--- config.mk ---
export PLATFORM = sky130hd
export DESIGN_NAME = pointwise_conv_sched_flat
export DESIGN_NICKNAME = d
export VERILOG_FILES = /design/src/rtl/pointwise_conv_sched_if.sv /design/src/rtl/pointwise_conv_sched.sv /design/src/flat_wrapper.sv
export SDC_FILE = /design/constraint.sdc
export NUM_CORES = 1
export LEC_CHECK = 0
export ABC_AREA = 1
export ABC_CLOCK_PERIOD_IN_PS = 2400
export CAP_MARGIN = 20
export CORE_MARGIN = 2
export CORE_UTILIZATION = 45
export DETAILED_ROUTE_END_ITERATION = 10
export PLACE_DENSITY = 0.74
export SKIP_LAST_GASP = 1
export SYNTH_ARGS = -nofsm -noshare
export SYNTH_HDL_FRONTEND = slang
export SYNTH_SLANG_ARGS = --single-unit
--- constraint.sdc ---
create_clock -name clk -period 2.4 [get_ports clk]
set_input_delay 0.48 -clock clk [delete_from_list [all_inputs] [get_ports clk]]
set_output_delay 0.48 -clock clk [all_outputs]
set_load 0.02 [all_outputs]
--- src/rtl/pointwise_conv_sched_if.sv ---
// Bus bundle for the pointwise conv tile scheduler.
// Parameters are the layer geometry. The derived widths are computed here so that every user agrees on them.
// master : layer sequencer / bench side.
//          Drives start, load_w, the weight stream and psum_ready.
// slave  : the scheduler.
//          Drives busy/done, the weight-store write port, block selects, activation reads,
//          MAC controls and the psum handshake.
interface pointwise_conv_sched_if #(
  parameter int DATA_W   = 8,
  parameter int CIN      = 32,
  parameter int COUT     = 64,
  parameter int PAR_CIN  = 8,
  parameter int PAR_COUT = 8,
  parameter int NUM_PIX  = 16
);
  localparam int NCB = (CIN + PAR_CIN - 1) / PAR_CIN;
  localparam int NOB = (COUT + PAR_COUT - 1) / PAR_COUT;
  localparam int NW  = COUT * CIN;
  localparam int AW  = (NW > 1) ? $clog2(NW) : 1;
  localparam int CBW = (NCB > 1) ? $clog2(NCB) : 1;
  localparam int OBW = (NOB > 1) ? $clog2(NOB) : 1;
  localparam int PXW = (NUM_PIX > 1) ? $clog2(NUM_PIX) : 1;

  logic              start, load_w, busy, done;
  logic              w_valid, w_ready;
  logic [DATA_W-1:0] w_data;
  logic              wr_en;
  logic [AW-1:0]     wr_addr;
  logic [DATA_W-1:0] wr_data;
  logic [OBW-1:0]    cout_blk_idx;
  logic [CBW-1:0]    cin_blk_idx;
  logic              act_rd_en;
  logic [PXW-1:0]    act_pix;
  logic              mac_en, mac_clr, mac_last;
  logic              psum_valid, psum_ready;
  logic [PXW-1:0]    psum_pix;
  logic [OBW-1:0]    psum_cout_blk;

  modport master (
    output start, load_w, w_valid, w_data, psum_ready,
    input  busy, done, w_ready, wr_en, wr_addr, wr_data, cout_blk_idx, cin_blk_idx,
           act_rd_en, act_pix, mac_en, mac_clr, mac_last, psum_valid, psum_pix, psum_cout_blk
  );

  modport slave (
    input  start, load_w, w_valid, w_data, psum_ready,
    output busy, done, w_ready, wr_en, wr_addr, wr_data, cout_blk_idx, cin_blk_idx,
           act_rd_en, act_pix, mac_en, mac_clr, mac_last, psum_valid, psum_pix, psum_cout_blk
  );
endinterface

--- src/rtl/pointwise_conv_sched.sv ---
// Tile scheduler for the 1x1 convolution datapath.
//
// Phase 1 is optional. It streams COUT*CIN weights into the blocked weight store over a linear write port.
// Phase 2 sweeps pixel (outer), cout block (middle) and cin block (inner).
// It drives the block selects and the activation reads.
// MAC controls lag the issue by one cycle, matching the 1-cycle read latency.
// Each finished partial-sum block is handed downstream on a valid/ready handshake.
//
// Ports:
//   clk, rst : clock, async active-high reset.
//   bus      : pointwise_conv_sched_if.slave.
//              Carries start/load_w/busy/done, the weight stream,
//              the weight-store write port, block selects, activation read,
//              MAC controls and the psum handshake.
module pointwise_conv_sched #(
  parameter int DATA_W   = 8,
  parameter int CIN      = 32,
  parameter int COUT     = 64,
  parameter int PAR_CIN  = 8,
  parameter int PAR_COUT = 8,
  parameter int NUM_PIX  = 16
) (
  input logic clk,
  input logic rst,
  pointwise_conv_sched_if.slave bus
);
  localparam int NCB = (CIN + PAR_CIN - 1) / PAR_CIN;
  localparam int NOB = (COUT + PAR_COUT - 1) / PAR_COUT;
  localparam int NW  = COUT * CIN;
  localparam int AW  = (NW > 1) ? $clog2(NW) : 1;
  localparam int CBW = (NCB > 1) ? $clog2(NCB) : 1;
  localparam int OBW = (NOB > 1) ? $clog2(NOB) : 1;
  localparam int PXW = (NUM_PIX > 1) ? $clog2(NUM_PIX) : 1;

  localparam logic [AW-1:0]  W_LAST  = AW'(NW - 1);
  localparam logic [CBW-1:0] CB_LAST = CBW'(NCB - 1);
  localparam logic [OBW-1:0] OB_LAST = OBW'(NOB - 1);
  localparam logic [PXW-1:0] PX_LAST = PXW'(NUM_PIX - 1);

  typedef enum logic [2:0] {S_IDLE, S_LOAD, S_SETTLE, S_ISSUE, S_WAIT_PS, S_DONE} state_t;

  state_t            state_q, state_d;
  logic [AW-1:0]     wcnt_q, wcnt_d;
  logic [CBW-1:0]    cb_q, cb_d;
  logic [OBW-1:0]    ob_q, ob_d;
  logic [PXW-1:0]    px_q, px_d;
  logic              wr_en_q;
  logic [AW-1:0]     wr_addr_q;
  logic [DATA_W-1:0] wr_data_q;
  logic              mac_en_q, mac_clr_q, mac_last_q;
  logic              ps_dly_q, psv_q;

  logic w_hs, issue, last_cb, ps_hs;

  assign w_hs    = (state_q == S_LOAD) && bus.w_valid;
  assign issue   = (state_q == S_ISSUE);
  assign last_cb = (cb_q == CB_LAST);
  assign ps_hs   = psv_q && bus.psum_ready;

  always_comb begin
    state_d = state_q;
    wcnt_d  = wcnt_q;
    cb_d    = cb_q;
    ob_d    = ob_q;
    px_d    = px_q;
    unique case (state_q)
      S_IDLE: if (bus.start) begin
        wcnt_d  = '0;
        cb_d    = '0;
        ob_d    = '0;
        px_d    = '0;
        state_d = bus.load_w ? S_LOAD : S_ISSUE;
      end
      S_LOAD: if (bus.w_valid) begin
        if (wcnt_q == W_LAST) begin
          wcnt_d  = '0;
          state_d = S_SETTLE;
        end else begin
          wcnt_d = wcnt_q + 1'b1;
        end
      end
      // Gap cycle so the last registered write lands before the first block read.
      S_SETTLE: state_d = S_ISSUE;
      S_ISSUE: begin
        if (last_cb) begin
          cb_d    = '0;
          state_d = S_WAIT_PS;
        end else begin
          cb_d = cb_q + 1'b1;
        end
      end
      S_WAIT_PS: if (ps_hs) begin
        state_d = S_ISSUE;
        if (ob_q == OB_LAST) begin
          ob_d = '0;
          if (px_q == PX_LAST) begin
            px_d    = '0;
            state_d = S_DONE;
          end else begin
            px_d = px_q + 1'b1;
          end
        end else begin
          ob_d = ob_q + 1'b1;
        end
      end
      S_DONE:  state_d = S_IDLE;
      default: state_d = S_IDLE;
    endcase
  end

  always_ff @(posedge clk or posedge rst) begin
    if (rst) begin
      state_q    <= S_IDLE;
      wcnt_q     <= '0;
      cb_q       <= '0;
      ob_q       <= '0;
      px_q       <= '0;
      wr_en_q    <= 1'b0;
      wr_addr_q  <= '0;
      wr_data_q  <= '0;
      mac_en_q   <= 1'b0;
      mac_clr_q  <= 1'b0;
      mac_last_q <= 1'b0;
      ps_dly_q   <= 1'b0;
      psv_q      <= 1'b0;
    end else begin
      state_q <= state_d;
      wcnt_q  <= wcnt_d;
      cb_q    <= cb_d;
      ob_q    <= ob_d;
      px_q    <= px_d;
      wr_en_q <= w_hs;
      if (w_hs) begin
        wr_addr_q <= wcnt_q;
        wr_data_q <= bus.w_data;
      end
      // MAC controls track the issue one cycle later (read latency).
      mac_en_q   <= issue;
      mac_clr_q  <= issue && (cb_q == '0);
      mac_last_q <= issue && last_cb;
      // The psum is ready one cycle after the last accumulate.
      ps_dly_q <= issue && last_cb;
      if (ps_hs)         psv_q <= 1'b0;
      else if (ps_dly_q) psv_q <= 1'b1;
    end
  end

  assign bus.busy          = (state_q != S_IDLE);
  assign bus.done          = (state_q == S_DONE);
  assign bus.w_ready       = (state_q == S_LOAD);
  assign bus.wr_en         = wr_en_q;
  assign bus.wr_addr       = wr_addr_q;
  assign bus.wr_data       = wr_data_q;
  assign bus.cout_blk_idx  = issue ? ob_q : '0;
  assign bus.cin_blk_idx   = issue ? cb_q : '0;
  assign bus.act_rd_en     = issue;
  assign bus.act_pix       = issue ? px_q : '0;
  assign bus.mac_en        = mac_en_q;
  assign bus.mac_clr       = mac_clr_q;
  assign bus.mac_last      = mac_last_q;
  assign bus.psum_valid    = psv_q;
  assign bus.psum_pix      = psv_q ? px_q : '0;
  assign bus.psum_cout_blk = psv_q ? ob_q : '0;
endmodule

--- src/flat_wrapper.sv ---
// flat-port wrapper written by rule: the top's interface ports become plain ports
module pointwise_conv_sched_flat 
#(
  parameter int DATA_W   = 8,
  parameter int CIN      = 32,
  parameter int COUT     = 64,
  parameter int PAR_CIN  = 8,
  parameter int PAR_COUT = 8,
  parameter int NUM_PIX  = 16
)
  (clk, rst, bus_start, bus_load_w, bus_w_valid, bus_w_data, bus_psum_ready, bus_busy, bus_done, bus_w_ready, bus_wr_en, bus_wr_addr, bus_wr_data, bus_cout_blk_idx, bus_cin_blk_idx, bus_act_rd_en, bus_act_pix, bus_mac_en, bus_mac_clr, bus_mac_last, bus_psum_valid, bus_psum_pix, bus_psum_cout_blk);
  pointwise_conv_sched_if #(.DATA_W(DATA_W), .CIN(CIN), .COUT(COUT), .PAR_CIN(PAR_CIN), .PAR_COUT(PAR_COUT), .NUM_PIX(NUM_PIX)) bus_i ();
  input logic clk;
  input logic rst;
  input wire logic [$bits(bus_i.start)-1:0] bus_start;
  input wire logic [$bits(bus_i.load_w)-1:0] bus_load_w;
  input wire logic [$bits(bus_i.w_valid)-1:0] bus_w_valid;
  input wire logic [$bits(bus_i.w_data)-1:0] bus_w_data;
  input wire logic [$bits(bus_i.psum_ready)-1:0] bus_psum_ready;
  output wire logic [$bits(bus_i.busy)-1:0] bus_busy;
  output wire logic [$bits(bus_i.done)-1:0] bus_done;
  output wire logic [$bits(bus_i.w_ready)-1:0] bus_w_ready;
  output wire logic [$bits(bus_i.wr_en)-1:0] bus_wr_en;
  output wire logic [$bits(bus_i.wr_addr)-1:0] bus_wr_addr;
  output wire logic [$bits(bus_i.wr_data)-1:0] bus_wr_data;
  output wire logic [$bits(bus_i.cout_blk_idx)-1:0] bus_cout_blk_idx;
  output wire logic [$bits(bus_i.cin_blk_idx)-1:0] bus_cin_blk_idx;
  output wire logic [$bits(bus_i.act_rd_en)-1:0] bus_act_rd_en;
  output wire logic [$bits(bus_i.act_pix)-1:0] bus_act_pix;
  output wire logic [$bits(bus_i.mac_en)-1:0] bus_mac_en;
  output wire logic [$bits(bus_i.mac_clr)-1:0] bus_mac_clr;
  output wire logic [$bits(bus_i.mac_last)-1:0] bus_mac_last;
  output wire logic [$bits(bus_i.psum_valid)-1:0] bus_psum_valid;
  output wire logic [$bits(bus_i.psum_pix)-1:0] bus_psum_pix;
  output wire logic [$bits(bus_i.psum_cout_blk)-1:0] bus_psum_cout_blk;
  assign bus_i.start = bus_start;
  assign bus_i.load_w = bus_load_w;
  assign bus_i.w_valid = bus_w_valid;
  assign bus_i.w_data = bus_w_data;
  assign bus_i.psum_ready = bus_psum_ready;
  assign bus_busy = bus_i.busy;
  assign bus_done = bus_i.done;
  assign bus_w_ready = bus_i.w_ready;
  assign bus_wr_en = bus_i.wr_en;
  assign bus_wr_addr = bus_i.wr_addr;
  assign bus_wr_data = bus_i.wr_data;
  assign bus_cout_blk_idx = bus_i.cout_blk_idx;
  assign bus_cin_blk_idx = bus_i.cin_blk_idx;
  assign bus_act_rd_en = bus_i.act_rd_en;
  assign bus_act_pix = bus_i.act_pix;
  assign bus_mac_en = bus_i.mac_en;
  assign bus_mac_clr = bus_i.mac_clr;
  assign bus_mac_last = bus_i.mac_last;
  assign bus_psum_valid = bus_i.psum_valid;
  assign bus_psum_pix = bus_i.psum_pix;
  assign bus_psum_cout_blk = bus_i.psum_cout_blk;
  pointwise_conv_sched #(.DATA_W(DATA_W), .CIN(CIN), .COUT(COUT), .PAR_CIN(PAR_CIN), .PAR_COUT(PAR_COUT), .NUM_PIX(NUM_PIX)) u_core (.clk(clk), .rst(rst), .bus(bus_i));
endmodule
After elaboration in Yosys (flattened, before gate mapping)
Cells that the tools add are included.
{"block": "word_totals", "latch_bits": 0, "mem_bits_rw": 0, "regBits": 47, "romBits": 0, "mem_count": 0, "out_inout_bits": 44}
{"block": "op_classes", "reduce_logical": 16, "n_addsub": 4, "magnitude_cmp": 0, "multipliers": 0, "n_eq_ne": 15, "n_shift": 0, "bitwise": 0, "muxes": 32, "div_mod_pow": 0}
{"cell": "2-to-1 mux 3 bit", "n": 12}
{"cell": "2-to-1 mux 11 bit", "n": 3}
{"cell": "2-to-1 mux 4 bit", "n": 6}
{"cell": "case mux 11 bit (2 select lines)", "n": 1}
{"cell": "case mux 3 bit (5 select lines)", "n": 1}
{"cell": "adder 11 x 1 -> 11 bit, second input constant", "n": 1}
{"cell": "equality test 11 bit, second input constant", "n": 1}
{"cell": "equality test 3 bit, second input constant", "n": 3}
{"cell": "2-to-1 mux 2 bit", "n": 4}
{"cell": "case mux 4 bit (2 select lines)", "n": 1}
{"cell": "nonzero test 2 bit", "n": 4}
{"cell": "equality test 3 x 2 -> 1 bit, second input constant", "n": 2}
{"cell": "!= test 2 x 1 -> 1 bit, second input constant", "n": 3}
{"cell": "!= test 2 bit, second input constant", "n": 3}
{"cell": "case mux 3 bit (2 select lines)", "n": 1}
{"cell": "AND reduction 3 bit", "n": 2}
{"cell": "AND reduction 5 bit", "n": 1}
{"cell": "adder 4 x 1 -> 4 bit, second input constant", "n": 1}
{"cell": "equality test 4 bit, second input constant", "n": 1}
{"cell": "logical AND 1 bit", "n": 4}
{"cell": "case mux 2 bit (2 select lines)", "n": 1}
{"cell": "AND reduction 4 bit", "n": 1}
{"cell": "adder 3 x 1 -> 3 bit, second input constant", "n": 1}
{"cell": "equality test 3 x 1 -> 1 bit, second input constant", "n": 1}
{"cell": "7 further kinds", "n": 8}

Logic depth before layout (Yosys ltp)
{"block": "depth", "ltp_word": 5, "depth_mapped": 10, "ltp_nobuf": 9}

Worst setup path before layout
OpenSTA, ideal clock, no wires.
{"block": "synth_timing", "kind": "flip-flop to output port", "start": "register u_core.state_q[1]", "end": "output bus_act_pix[0]", "t_arrival_ns": 1.566, "stages_incl_launch_ff": 7, "path_slack_ns": 0.354, "path_cell_list": "dfrtp_1 -> buf_4 -> nand2_1 -> nor2_1 -> inv_1 -> buf_2 -> nor2_1"}
{"block": "synth_between", "elab_chain_cells": 2}
{"item": "from (decl)", "line": "pointwise_conv_sched.sv:42", "rtl": "state_t state_q, state_d;"}
{"item": "from (signal assigned)", "line": "pointwise_conv_sched.sv:127", "rtl": "state_q <= state_d;"}
{"item": "equality test 3 x 2 -> 1 bit", "line": "pointwise_conv_sched.sv:56", "rtl": "assign issue = (state_q == S_ISSUE);"}
{"item": "net bus_act_rd_en", "line": "flat_wrapper.sv:28", "rtl": "output wire logic [$bits(bus_i.act_rd_en)-1:0] bus_act_rd_en;"}
{"item": "2-to-1 mux 4 bit", "line": "pointwise_conv_sched.sv:157", "rtl": "assign bus.act_pix = issue ? px_q : '0;"}
{"item": "to (decl)", "line": "flat_wrapper.sv:29", "rtl": "output wire logic [$bits(bus_i.act_pix)-1:0] bus_act_pix;"}
The timed path passes the listed nets, and every way through them passes these cells.

Worst setup path in the final report
{"block": "layout_timing", "start": "register u_core.state_q[2]", "end": "output bus_act_pix[1]"}
{"block": "layout_between", "elab_chain_cells": 2}
{"item": "equality test 3 x 2 -> 1 bit", "line": "pointwise_conv_sched.sv:56"}
{"item": "2-to-1 mux 4 bit", "line": "pointwise_conv_sched.sv:157"}
Every way passes these cells.

==> results.txt <==
Once layout is complete, the utilization of the core stands at 61.9%. The arrival time at the worst endpoint is 1.83 ns. In this run the register-to-register setup slack is 0.78 ns.

The worst path uses 96.4% of the clock period. The number of design rule violations left after detail routing is 0. The placement row count is 26.

After filler insertion, the fill cell instance count of the layout stands at 479. The hold buffer count at CTS came out at 0. The HPWL after detailed placement is 3.78 mm. The H-tree level count is 2. In this run, synthesis produced a sequential element count of 47. The critical path in this run is classified as reg2out. The power density normalized to cell area is 978 nW/um2. The detail route stage leaves a number of antenna-violating nets equal to 0. The clock latency on the worst-skew pair is 0.31 ns.

The die height is 76.9 um. The via count is 2,118. After the last flow step, the layout net total stands at 391.

The actual transition at the worst max-transition pin is 0.459 ns. The synthesized area per cell is 7.75 um2. The flow ran to the end, and the final reports show no timing, DRC or antenna violations. The clock transition at the registers of the reported paths came out at 0.09 ns.

The cell sitting at the root of the clock tree is a sky130_fd_sc_hd__clkbuf_8. The summed instance area of the synthesized netlist came out at 2390 um2. The worst setup path is captured at an output pin. The number of flops mapped to enable cells by yosys came out at 0. The final critical-path setup slack is 0.0867 ns.

The total area inside the core boundary comes to 5110 um2. The path type of the worst min-delay path is in2async. The number of max-cap violations is 0. The total power is 3.09 mW.

Across every metal layer, demand over resource in global routing totals 18.1%. The headroom to the max-slew limit came out at 69.3%. TritonCTS created 5 clock buffers. The largest area contributor in the synthesized netlist is sky130_fd_sc_hd__dfrtp_1. The area share of the largest cell type after synthesis came out at 49.1%. The worst-path maximum fanout came out at 14. On the final layout, the worst clock skew is 0.0107 ns.

From left edge to right edge, the die measures 76.9 um. The cell count after synthesis came out at 309. The peak clock frequency supported by timing came out at 0.432 GHz. The total inserted antenna cells is 0. The DRC marker count from the first detailed-route iteration is 122. Counting flops with an async set or reset pin after synthesis yields a share of 100%. The worst reg2reg path startpoint is u_core.wcnt_q[1]. Setup repair after global routing left no endpoint under its margin. The final critical-path required period is 2.31 ns. The worst voltage drop across the vdd grid came out at 614 uV. The share of final-layout standard cells stronger than drive strength 1 came out at 9.14%.

The cell area after layout is 3160 um2. STA puts the critical path data required time at 1.92 ns. 58 I/O pins were placed. The post-placement setup slack is 0.217 ns. The sequential-to-total area share from yosys stat came out at 49.1%. The clock sink count came out at 47.

The post-placement cell area came out at 3020 um2. The global-route wire length before repair is 8.69 mm. The commonest cells after synthesis are 107 x sky130_fd_sc_hd__nand2_1, 47 x sky130_fd_sc_hd__dfrtp_1, 36 x sky130_fd_sc_hd__inv_1.

The starting utilization of the core area is 46.9%. The die area is 5920 um2. The count of synthesis-stage warnings from yosys came out at 0. During placement, the flow inserted port buffers numbering 57. In the routed layout, each cell is associated on average with a via count of 4.79. The critical path starts at u_core.state_q[2]. STA classifies the critical path startpoint as a register.

The clock passes through at most 2 buffers. The number of antenna violations at the first check in global routing came to 0. The largest net degree at the start of global routing is 23. The count of distinct cell types in the synthesized netlist is 24. The final weighted congestion in routability-driven placement is 0.831.

The number of global-route vias before repair came to 2,009. The final number of hold-violating endpoints is 0. Yosys attributes the largest share of cell area to sky130_fd_sc_hd__dfrtp_1 49%, sky130_fd_sc_hd__nand2_1 17%, sky130_fd_sc_hd__inv_1 5.6%. sky130_fd_sc_hd__nand2_1 is the most common cell in the netlist. The post-detailed-routing wire length is 4.99 mm. The final max-slew violation count came out at 0. The leftover overflow at the end of global routing came out at 0. The most instantiated flip-flop cell in the synthesis netlist is sky130_fd_sc_hd__dfrtp_1. The number of nets handed over by synthesis was 329.

The number of optimization iterations in the first detailed-route pass came out at 4. The average wire per cell in the routed design came out at 11.3 um. Summed over all cells, the static leakage comes to 1.67 nW. The number of cells on the worst reg-to-reg path is 8. The count of final setup violators came out at 0. From synthesis to final layout, the design area changed by 32.1%. Setup total negative slack on the finished layout was measured at 0 ns.

The clock tree from TritonCTS is done.
==> registers in the layout (all words and copies together) (netlist names) <==
name	flops
u_core.bus.mac_en	1
u_core.ob_q	3
u_core.bus.wr_addr	11
u_core.bus.psum_valid	1
u_core.state_q	3
u_core.px_q	4
u_core.bus.mac_last	1
u_core.bus.wr_en	1
u_core.cb_q	2
u_core.bus.wr_data	8
u_core.bus.mac_clr	1
u_core.wcnt_q	11
==> layout by cell type (no fill, tap or decap), types with 3 or more instances in the layout <==
cell type	n
sky130_fd_sc_hd__a21oi_1	4
sky130_fd_sc_hd__buf_4	6
sky130_fd_sc_hd__clkbuf_8	5
sky130_fd_sc_hd__clkdlybuf4s50_1	50
sky130_fd_sc_hd__dfrtp_1	46
sky130_fd_sc_hd__dlymetal6s2s_1	7
sky130_fd_sc_hd__ha_1	6
sky130_fd_sc_hd__inv_1	34
sky130_fd_sc_hd__inv_2	6
sky130_fd_sc_hd__nand2_1	107
sky130_fd_sc_hd__nand2_2	4
sky130_fd_sc_hd__nand3_1	20
sky130_fd_sc_hd__nand4_1	3
sky130_fd_sc_hd__nor2_1	32
sky130_fd_sc_hd__nor2_2	3
sky130_fd_sc_hd__nor3_1	4
sky130_fd_sc_hd__o21ai_0	10
sky130_fd_sc_hd__o21ai_1	11
==> critical path, stage by stage (launching register included) <==
cell and delay (ns):
sky130_fd_sc_hd__dfrtp_1 0.48, sky130_fd_sc_hd__nor2_1 0.20, sky130_fd_sc_hd__inv_2 0.14, sky130_fd_sc_hd__nor2_1 0.11
sky130_fd_sc_hd__clkdlybuf4s50_1 0.61
==> routing by layer <==
metal	up-vias	global-route usage (%)	part of all wire [%]
met2	45	30.8	49
met1	988	22.7	46
met5	-	0	0
met3	5	3.29	3.9
li1	1080	-	-
met4	0	7.09	1.5
==> report_power, final <==
| group | switching, mW | internal, mW | leakage, nW | total, mW |
|---|---|---|---|---|
| clock network | 0.288 | 0.314 | 0.0548 | 0.601 |
| registers | 0.152 | 0.965 | 0.634 | 1.12 |
| logic | 0.843 | 0.532 | 0.976 | 1.37 |
| total | 1.28 | 1.81 | 1.67 | 3.09 |
==> metrics by stage <==
step | hold slack, ns | std cells
6_report | 0.486 | 442
5_1_grt | 0.514 | 442
4_1_cts | 0.490 | 441
3_5_place_dp | 0.465 | 433
3_3_place_gp | 0.460 | 433
2_1_floorplan | 0.486 | 309
==> final cells by class <==
type,count,area [um2],area share (%)
timing repair buffer,63,633,20.0
inverter,41,155,4.91
tap,70,87.6,2.77
clock inverter,3,46.3,1.46
clock buffer,5,68.8,2.18
multi-input combinational,213,995,31.4
sequential,47,1180,37.2
==> final timing paths <==
path,to
worst max-delay path,bus_act_pix[1]
worst min-delay path,u_core.bus.wr_data[1]
worst max register to register,u_core.wcnt_q[2]
worst min register to register,u_core.bus.wr_data[4]
max in group asynchronous,u_core.bus.wr_addr[6]
min in group clk,u_core.bus.wr_data[4]
==> kinds of logic (layout without fill, tap and decap cells) <==
family          count (synthesis)  after routing  share of synthesized area [%]
flops                          47             47                           49.1
simple gates                  180            180                           32.5
fa+ha+maj                       6              6                           3.14
xor+xnor                        1              1                          0.366
compound gates                 26             26                           5.54
buf+inv                        49            112                           9.30
==> timing repair <==
action / CTS / global route
setup endpoints to repair: 9 / 8
resized for setup: 2 / 7
setup buffers: 0 / 1
(Power assumes the default switching activity.)
